--- src/rtl/rev_pkg.sv ---
// Shared definitions for the reverse_deser block: FSM state encoding, default
// word width and the bit-reversal helper.
package rev_pkg;

  localparam int REV_MAX_DEFAULT = 8;

  typedef enum logic [1:0] {
    ST_IDLE  = 2'b00,
    ST_SHIFT = 2'b01,
    ST_HOLD  = 2'b10
  } rev_state_e;

  // Mirrors the low `width` bits of din; bits at and above `width` return 0.
  function automatic logic [31:0] bit_reverse(input logic [31:0] din, input int width);
    logic [31:0] r;
    r = '0;
    for (int k = 0; k < 32; k++) begin
      if (k < width) r[width-1-k] = din[k];
    end
    return r;
  endfunction

endpackage

--- src/rtl/rd_bit_counter.sv ---
// Bit-index counter for reverse_deser: synchronous clear, count enable and a
// terminal-count flag at MAX-1. Wraps to 0 when enabled at terminal count.
module rd_bit_counter
  import rev_pkg::*;
#(
  parameter int MAX = REV_MAX_DEFAULT,
  parameter int CW  = $clog2(MAX) + 1
) (
  input  logic          clk,
  input  logic          rst_n,
  input  logic          i_clr,
  input  logic          i_en,
  output logic [CW-1:0] o_cnt,
  output logic          o_tc
);

  logic [CW-1:0] r_cnt;

  // NOTE: sequential state uses non-blocking assignments so every flop samples
  // pre-edge values regardless of block ordering.
  always_ff @(posedge clk or negedge rst_n) begin
    if (!rst_n) begin
      r_cnt <= '0;
    end else if (i_clr || (i_en && o_tc)) begin
      r_cnt <= '0;
    end else if (i_en) begin
      r_cnt <= r_cnt + 1'b1;
    end
  end

  assign o_cnt = r_cnt;
  assign o_tc  = (r_cnt == CW'(MAX - 1));

endmodule

--- src/rtl/reverse_deser.sv ---
// Serial-in deserialiser that presents each collected word bit-reversed (first
// received bit at the MSB). Optional even parity output: REVERSE_DESER_PARITY_EN.
module reverse_deser
  import rev_pkg::*;
#(
  parameter int MAX = REV_MAX_DEFAULT
) (
  input  logic           clk,
  input  logic           rst_n,
  input  logic           start,
  input  logic           sin,
  input  logic           sin_valid,
  input  logic           dout_ready,
  input  logic           ovr_clr,
  output logic [MAX-1:0] dout,
  output logic           dout_valid,
  output logic           busy,
  output logic           overrun
`ifdef REVERSE_DESER_PARITY_EN
  ,
  output logic           dout_par
`endif
);

  localparam int CW = $clog2(MAX) + 1;

  rev_state_e     r_state;
  logic [MAX-1:0] r_shreg;
  logic [MAX-1:0] r_dout;
  logic           r_dout_valid;
  logic           r_busy;
  logic           r_overrun;
  logic           r_dout_par;

  logic [CW-1:0]  w_cnt;
  logic           w_tc;
  logic           w_cnt_clr;
  logic           w_cnt_en;
  logic           w_ovr_evt;
  logic [MAX-1:0] w_next_shreg;
  logic [MAX-1:0] w_rev;

  assign w_cnt_clr = (r_state == ST_IDLE) && start;
  assign w_cnt_en  = (r_state == ST_SHIFT) && sin_valid;
  assign w_ovr_evt = (r_state == ST_HOLD) && sin_valid;

  rd_bit_counter #(.MAX(MAX), .CW(CW)) u_cnt (
    .clk   (clk),
    .rst_n (rst_n),
    .i_clr (w_cnt_clr),
    .i_en  (w_cnt_en),
    .o_cnt (w_cnt),
    .o_tc  (w_tc)
  );

  // Shift register as it will look once the current bit lands at index cnt.
  always_comb begin
    // NOTE: default assignment first so no path leaves the signal unassigned,
    // which would otherwise infer a latch.
    w_next_shreg = r_shreg;
    for (int k = 0; k < MAX; k++) begin
      if (w_cnt == CW'(k)) w_next_shreg[k] = sin;
    end
  end

  assign w_rev = MAX'(bit_reverse(32'(w_next_shreg), MAX));

  always_ff @(posedge clk or negedge rst_n) begin
    if (!rst_n) begin
      // NOTE: the shift register is plain flops, not a memory, so it is reset
      // along with the rest of the datapath.
      r_state      <= ST_IDLE;
      r_shreg      <= '0;
      r_dout       <= '0;
      r_dout_valid <= 1'b0;
      r_busy       <= 1'b0;
      r_overrun    <= 1'b0;
      r_dout_par   <= 1'b0;
    end else begin
      // A new overrun event wins over a simultaneous clear.
      if (w_ovr_evt) begin
        r_overrun <= 1'b1;
      end else if (ovr_clr) begin
        r_overrun <= 1'b0;
      end

      case (r_state)
        ST_IDLE: begin
          if (start) begin
            r_state <= ST_SHIFT;
            r_shreg <= '0;
            r_busy  <= 1'b1;
          end
        end
        ST_SHIFT: begin
          if (sin_valid) begin
            r_shreg <= w_next_shreg;
            if (w_tc) begin
              r_state      <= ST_HOLD;
              r_dout       <= w_rev;
              r_dout_par   <= ^w_rev;
              r_dout_valid <= 1'b1;
            end
          end
        end
        ST_HOLD: begin
          if (dout_ready) begin
            r_state      <= ST_IDLE;
            r_dout_valid <= 1'b0;
            r_busy       <= 1'b0;
          end
        end
        default: begin
          r_state <= ST_IDLE;
          r_busy  <= 1'b0;
        end
      endcase
    end
  end

  assign dout       = r_dout;
  assign dout_valid = r_dout_valid;
  assign busy       = r_busy;
  assign overrun    = r_overrun;

`ifdef REVERSE_DESER_PARITY_EN
  assign dout_par = r_dout_par;
`else
  logic w_unused_par;
  assign w_unused_par = r_dout_par;
`endif

endmodule

--- config.mk ---
export PLATFORM = sky130hd
export DESIGN_NAME = reverse_deser
export DESIGN_NICKNAME = d
export VERILOG_FILES = /design/src/rtl/rev_pkg.sv /design/src/rtl/rd_bit_counter.sv /design/src/rtl/reverse_deser.sv
export SDC_FILE = /design/constraint.sdc
export NUM_CORES = 1
export LEC_CHECK = 0
export CORE_MARGIN = 2
export CORE_UTILIZATION = 55
export CTS_CLUSTER_SIZE = 28
export DETAILED_ROUTE_END_ITERATION = 8
export GPL_TIMING_DRIVEN = 0
export PLACE_DENSITY = 0.86
export SETUP_SLACK_MARGIN = 0.2
export SLEW_MARGIN = 25
export SYNTH_ARGS = -nofsm -noshare
export SYNTH_HDL_FRONTEND = slang
export SYNTH_HIERARCHICAL = 1
export SYNTH_SLANG_ARGS = --single-unit
--- constraint.sdc ---
create_clock -name clk -period 3.4 [get_ports clk]
set_clock_uncertainty 0.1 [all_clocks]
set_input_delay 0.68 -clock clk [delete_from_list [all_inputs] [get_ports clk]]
set_output_delay 0.68 -clock clk [all_outputs]
set_load 0.005 [all_outputs]
==> key figures, run 1 <==
Detailed routing
  • Detailed route wirelength on metal3: 80 um
  • Post-route ant nets: 0
  • Routed WL: 2640 um
  • Initial DRC count: 23
  • Vias: 1,005
  • Met2 WL: 1340 um
  • Via density: 6.17
  • Top sig layer: met4
  • DRC viols: 0
  • Detailed Routing Iterations Pass 1: 4
  • Metal1 wirelength: 1170 um
  • Drt wl/cell: 16.2 um

Synthesis
  • Yosys Warn Count: 6
  • Synthesis-stage register bit count: 25
  • Distinct cells, synth: 31
  • Sequential share of the synthesized area: 0.504
  • Syn Std Cell Area: 1240 sq um
  • Avg Inst Size Synth: 10.7 sq um
  • Cells after Synth: about 120
  • Post-synth net total: 124

Cells and area
  • FILL cells: between 150 and 200
  • Area delta synth->final: 16.7%
  • Ant. Diodes: 0
  • Final instance area: between 1000 and 1500 sq um
  • Final net count: 144
  • Layout cells sized above 1: 0.133
  • Core Util, Final: 0.668

Die
  • Floorplan die height: 51.5 um
  • Num ports: 18
  • Rows: 17
  • Die X: 51.5 um
  • Die Area: around 2700 sq um
  • Starting density of the core: 0.573
  • Core area: 2170 sq um

Worst setup path
  • Crit. End Element: register
  • CP Max Fanout: 12
  • CP max stage delay: 0.61 ns
  • Worst path cell trace: ha_1, and3b_1, nand4b_2, buf_2, nand2_1, o21ai_1
  • CP Buf/Inv Count: 1
  • CP startpoint kind: register
  • Slowest cell on crit path: dfrtp_1
  • WP data arrival: 2.24 ns
  • Type of the worst setup path: register to register
  • CP Data Required Time: ~3.5 ns
  • Crit path max-delay family: simple AND/OR/NAND/NOR gates

CTS
  • TritonCTS clock tree: done
  • Worst skew pair latency: between 0.3 and 0.4 ns
  • Num CTS Buffers: 3
  • Setup bufs post-CTS: 0
  • Clk sink count: 25
  • Root buf cell: clkbuf_4
  • CTS max path bufs: 2
  • Number of hold buffers added after CTS: 0
  • Reg clk slew, reported paths: about 0.14 ns
  • H-tree Lvls: 1
  • Post-CTS Resized: 0

Power and ir drop
  • Worst VDD drop: 0.000482 V
  • Power Density: 774 nW/um^2
  • Leak: 0.618 nW

Placement
  • Setup WS pre-CTS: 1.10 ns
  • Routability congestion estimate: 0.781
  • Hpwl dp: ~1900 um
  • Port bufs: 15
  • Post-DP Area: 1420 sq um

Global routing
  • Pin count of the biggest net entering global routing: 26
  • Tot GR Track Use: 0.224
  • Vias in the first global route: 935
  • Initial antenna violation count: 0
  • First-pass GRT wire length: 4340 um
  • Final global-route overflow total: 0

Outcome
  • Status: finished, final reports clean

Timing
  • Measured slew at the worst slew-check pin: 0.645 ns
  • Final Setup Violations: 0
  • RSZ-0062 raised after global routing: no
  • Fmax achieved: 468 MHz
  • Post-route setup slack: about 1.3 ns
  • Max-slew violations: 0
  • Hold Fails Final Rpt: 0
  • Minimum clock period: ~2.1 ns
  • Slew HR: 0.569
  • Setup TNS Final: 0 ns
  • Final period util: 0.628

Hold path
  • Worst min-delay path category: input pin to async pin

Job
  • Max-cap violations: 0
## path summary, 6_finish.rpt
check,startpoint,endpoint,slack (ns),depth (start not counted)
worst max register to register,u_cnt/o_cnt[0]$_DFFE_PN0P_,dout[5]$_DFFE_PN0P_,1.26,6
max in group asynchronous,rst_n,r_state[0]$_DFFE_PN0P_,2.61,1
worst min register to register,dout[2]$_DFFE_PN0P_,dout[2]$_DFFE_PN0P_,0.40,2
worst min-delay path,rst_n,dout[6]$_DFFE_PN0P_,0.22,1
min in group clk,dout[2]$_DFFE_PN0P_,dout[2]$_DFFE_PN0P_,0.40,2
worst max-delay path,u_cnt/o_cnt[0]$_DFFE_PN0P_,dout[5]$_DFFE_PN0P_,1.26,6
## report_power, final
| part | leakage, nW | internal, W | total, W | switching, W |
|---|---|---|---|---|
| Sequential | 0.324 | 0.000406 | 0.000539 | 0.000134 |
| Combinational | 0.276 | 0.000254 | 0.000453 | 0.000199 |
| Clock | 0.0177 | 0.0000441 | 0.000131 | 0.0000869 |
| Total | 0.618 | 0.000703 | 0.00112 | 0.000419 |
## synth_stat cells
| master | count | area [sq um] |
|---|---|---|
| dfrtp_1 | 25 | 626 |
| nand4_1 | 1 | 6.26 |
| a31oi_1 | 1 | 6.26 |
| o2bb2ai_1 | 2 | 17.5 |
| nand4b_1 | 1 | 8.76 |
| inv_1 | 3 | 11.3 |
| nand3b_1 | 3 | 22.5 |
| mux2_2 | 1 | 11.3 |
| or3b_1 | 1 | 8.76 |
| o21ai_0 | 14 | 70.1 |
| nor2_1 | 2 | 7.51 |
| and3b_1 | 1 | 8.76 |
| nor3_1 | 1 | 5.00 |
| nor4b_2 | 3 | 45.0 |
| nor3b_1 | 1 | 7.51 |
| a21oi_1 | 2 | 10.0 |
| nor4_1 | 1 | 6.26 |
| buf_2 | 1 | 5.00 |
| nor2b_1 | 3 | 18.8 |
| mux2i_1 | 8 | 80.1 |
| clkbuf_2 | 1 | 5.00 |
| o21bai_1 | 1 | 7.51 |
| a21bo_2 | 2 | 20.0 |
| nand2_1 | 17 | 63.8 |
| buf_4 | 2 | 15.0 |
| and4bb_1 | 1 | 12.5 |
| o21ai_1 | 8 | 40.0 |
| a2bb2oi_1 | 5 | 43.8 |
| and4bb_2 | 2 | 25.0 |
| nand4b_2 | 1 | 15.0 |
| ha_1 | 1 | 12.5 |
## registers in the layout, indices dropped and copies added (netlist names)
| name | cells |
|---|---|
| busy | 1 |
| r_shreg | 8 |
| r_state | 2 |
| u_cnt/o_cnt | 4 |
| dout | 8 |
| overrun | 1 |
| dout_valid | 1 |
## layout by cell type (no fill, tap or decap), types with 3 or more instances in the layout
master           count
mux2i_1              8
inv_1                3
nor2b_1              3
o21ai_0             14
clkdlybuf4s50_1     14
clkbuf_4             3
nand2_1             17
nor4b_2              3
dfrtp_1             25
nand3b_1             3
o21ai_1              8
a2bb2oi_1            5
## final cells by class
class                           count  area (sq um)  share of cell area
Clock buffer                        3          22.5              0.0155
Sequential cell                    25           626               0.431
Inverter                            3          11.3             0.00777
Timing Repair Buffer               15           145               0.100
Multi-Input combinational cell     84           581               0.400
Clock inverter                      1          5.00             0.00345
Tap cell                           28          35.0              0.0242
Buffer                              4          25.0              0.0173
## stage by stage
step | cells | total power [W] | hold slack [ns]
finish | 163 | 0.00112 | 0.220
detailed placement | 159 | 0.000993 | 0.371
global route | 163 | 0.00120 | 0.253
CTS | 163 | 0.00113 | 0.231
floorplan | 116 | 0.000798 | 0.284
global placement | 159 | 0.000955 | 0.368
## cells by family after synthesis
kind of cell             share of synthesized area
AO/OA/AOI/OAI                                0.173
adder cells (fa/ha/maj)                     0.0101
buffers and inverters                       0.0292
flip-flops                                   0.504
multiplexers                                0.0735
AND/OR/NAND/NOR                              0.210
## metal layers
metal,vias up,global-route usage
met4,0,0.105
met2,23,0.363
met1,510,0.287
li1,467,-
met3,5,0.0489
met5,-,0
Power figures use the tool's default switching activity.
==> inputs of run 2 (changes only) <==
Settings changed: CORE_UTILIZATION 55 to 52, PLACE_DENSITY 0.86 to 0.82.
Clock period 3.4 ns to 2 ns, I/O delays scaled along.
==> key figures, run 2 (synthesized netlist as in run 1, its figures left out) <==
Detailed routing
  • Initial DRC count: 24
  • Vias: 949
  • Post-route ant nets: 0
  • Detailed Routing Iterations Pass 1: 4
  • DRC viols: 0
  • Routed WL: 2520 um
  • Via density: 5.68
  • Drt wl/cell: 15.1 um

Global routing
  • First-pass GRT wire length: ~4400 um
  • GRT met3 Usage: 0.0395
  • Met2 GRT Util: 0.375
  • Initial antenna violation count: 0
  • Gr busiest metal: met2
  • Final global-route overflow total: 0
  • Pin count of the biggest net entering global routing: 26
  • Vias in the first global route: 978
  • Tot GR Track Use: 0.223
  • Met1 Use GR: 0.275

Power and ir drop
  • Switching Share: 0.359
  • Sw power: between 0.0006 and 0.0007 W
  • Worst VDD drop: 0.000889 V
  • Power Density: 1290 nW/um^2
  • Leak: 0.647 nW
  • Clock share of power: 0.113
  • Internal Pwr Total: around 0.0012 W
  • Overall power: 0.00193 W
  • Seq pwr share: 0.446
  • Comb power frac: 0.442

Cells and area
  • Final net count: around 150
  • Commonest cells after routing, fill and taps aside: dfrtp_1 (22), nand2_1 (17), o21ai_0 (14), clkdlybuf4s50_1 (14)
  • Area delta synth->final: 20.8%
  • Ant. Diodes: 0
  • Layout cells sized above 1: 0.187
  • Commonest non-fill, non-tap cell in the layout: dfrtp_1
  • Final instance area: 1500 sq um

Worst setup path
  • CP Max Fanout: 3
  • WP data arrival: around 1.2 ns
  • CP startpoint kind: register
  • CP Buf/Inv Count: 1
  • Crit. End Element: primary output
  • Slowest cell on crit path: clkdlybuf4s50_1
  • Crit path max-delay family: buffers and inverters
  • Worst path cell trace: clkdlybuf4s50_1
  • CP Data Required Time: 1.50 ns
  • CP max stage delay: 0.51 ns
  • Type of the worst setup path: register to primary output

CTS
  • Worst skew pair latency: 0.31 ns
  • CTS max path bufs: 2
  • TritonCTS clock tree: done
  • Root buf cell: clkbuf_4
  • Clk sink count: 25
  • Reg clk slew, reported paths: 0.13 ns
  • Num CTS Buffers: 3
  • H-tree Lvls: 1

Timing
  • Max-slew violations: 0
  • Final period util: 0.853
  • RSZ-0062 raised after global routing: no
  • Hold Fails Final Rpt: 0
  • Slew HR: 0.562
  • Measured slew at the worst slew-check pin: 0.656 ns
  • Post-route setup slack: 0.294 ns
  • Minimum clock period: 1.71 ns
  • Setup TNS Final: 0 ns
  • Final Setup Violations: 0
  • Fmax achieved: 586 MHz

Outcome
  • Status: finished, final reports clean

Job
  • Max-cap violations: 0

Die
  • Num ports: 18
  • Die X: 52.9 um
  • Rows: 17
  • Starting density of the core: 0.556
  • Die Area: 2800 sq um
  • Floorplan die height: 52.9 um
  • Core area: 2230 sq um

Placement
  • Hpwl dp: 1770 um
  • Routability congestion estimate: ~0.76
  • Setup WS pre-CTS: -0.0840 ns
  • Post-DP Area: about 1400 sq um
  • Port bufs: 15

Hold path
  • Worst min-delay path category: input pin to register
==> run 2: power by group through the flow <==
| stage | registers, W | clock network [W] | logic (W) |
|---|---|---|---|
| 2_1_floorplan | 0.000871 | 0 | 0.000486 |
| 3_3_place_gp | 0.000895 | 0 | 0.000730 |
| 5_1_grt | 0.000889 | 0.000251 | 0.000952 |
| 3_5_place_dp | 0.000913 | 0 | 0.000759 |
| 4_1_cts | 0.000856 | 0.000228 | 0.000855 |
| 6_report | 0.000861 | 0.000217 | 0.000853 |
==> run 2: repair_timing <==
item,4_1_cts,5_1_grt
hold endpoints to repair,25,0
gates resized for setup,3,3
hold buffers,1,0
setup endpoints to repair,11,11
buffers inserted,3,0
==> run 2: layout make-up <==
| type | count | area, sq um |
|---|---|---|
| buffer | 4 | 25.0 |
| clock buffer | 3 | 22.5 |
| clock inverter | 1 | 5.00 |
| fill | 174 | 732 |
| inverter | 3 | 11.3 |
| multi-input combinational | 84 | 596 |
| sequential | 25 | 629 |
| tap | 28 | 35.0 |
| timing repair buffer | 19 | 178 |
==> run 2: layer usage <==
layer / up-vias / wire (um)
met5: - / 0
met4: 0 / 49
met1: 460 / 1130
met2: 12 / 1280
li1: 473 / -
met3: 4 / 62
==> run 2: worst paths after layout <==
| path | startpoint | endpoint | slack, ns | cells past startpoint |
|---|---|---|---|---|
| setup reg to reg | u_cnt/o_cnt[3]$_DFFE_PN0P_ | dout[0]$_DFFE_PN0P_ | 0.31 | 5 |
| hold reg to reg | dout_valid$_DFFE_PN0P_ | dout_valid$_DFFE_PN0P_ | 0.40 | 1 |
| max in group asynchronous | rst_n | u_cnt/o_cnt[1]$_DFFE_PN0P_ | 0.91 | 2 |
| setup / recovery | busy$_DFFE_PN0P_ | busy | 0.29 | 1 |
| hold / removal | sin_valid | r_state[0]$_DFFE_PN0P_ | 0.27 | 2 |
| min in group asynchronous | rst_n | r_shreg[0]$_DFFE_PN0P_ | 0.49 | 2 |
==> run 2: through the flow <==
| step | util | std cells | hold slack (ns) |
|---|---|---|---|
| after global routing | 0.672 | 167 | 0.267 |
| after global placement | 0.639 | 159 | 0.367 |
| after detailed placement | 0.637 | 159 | 0.316 |
| final | 0.672 | 167 | 0.268 |
| after floorplan | - | 116 | 0.00441 |
| after CTS | 0.669 | 167 | 0.258 |
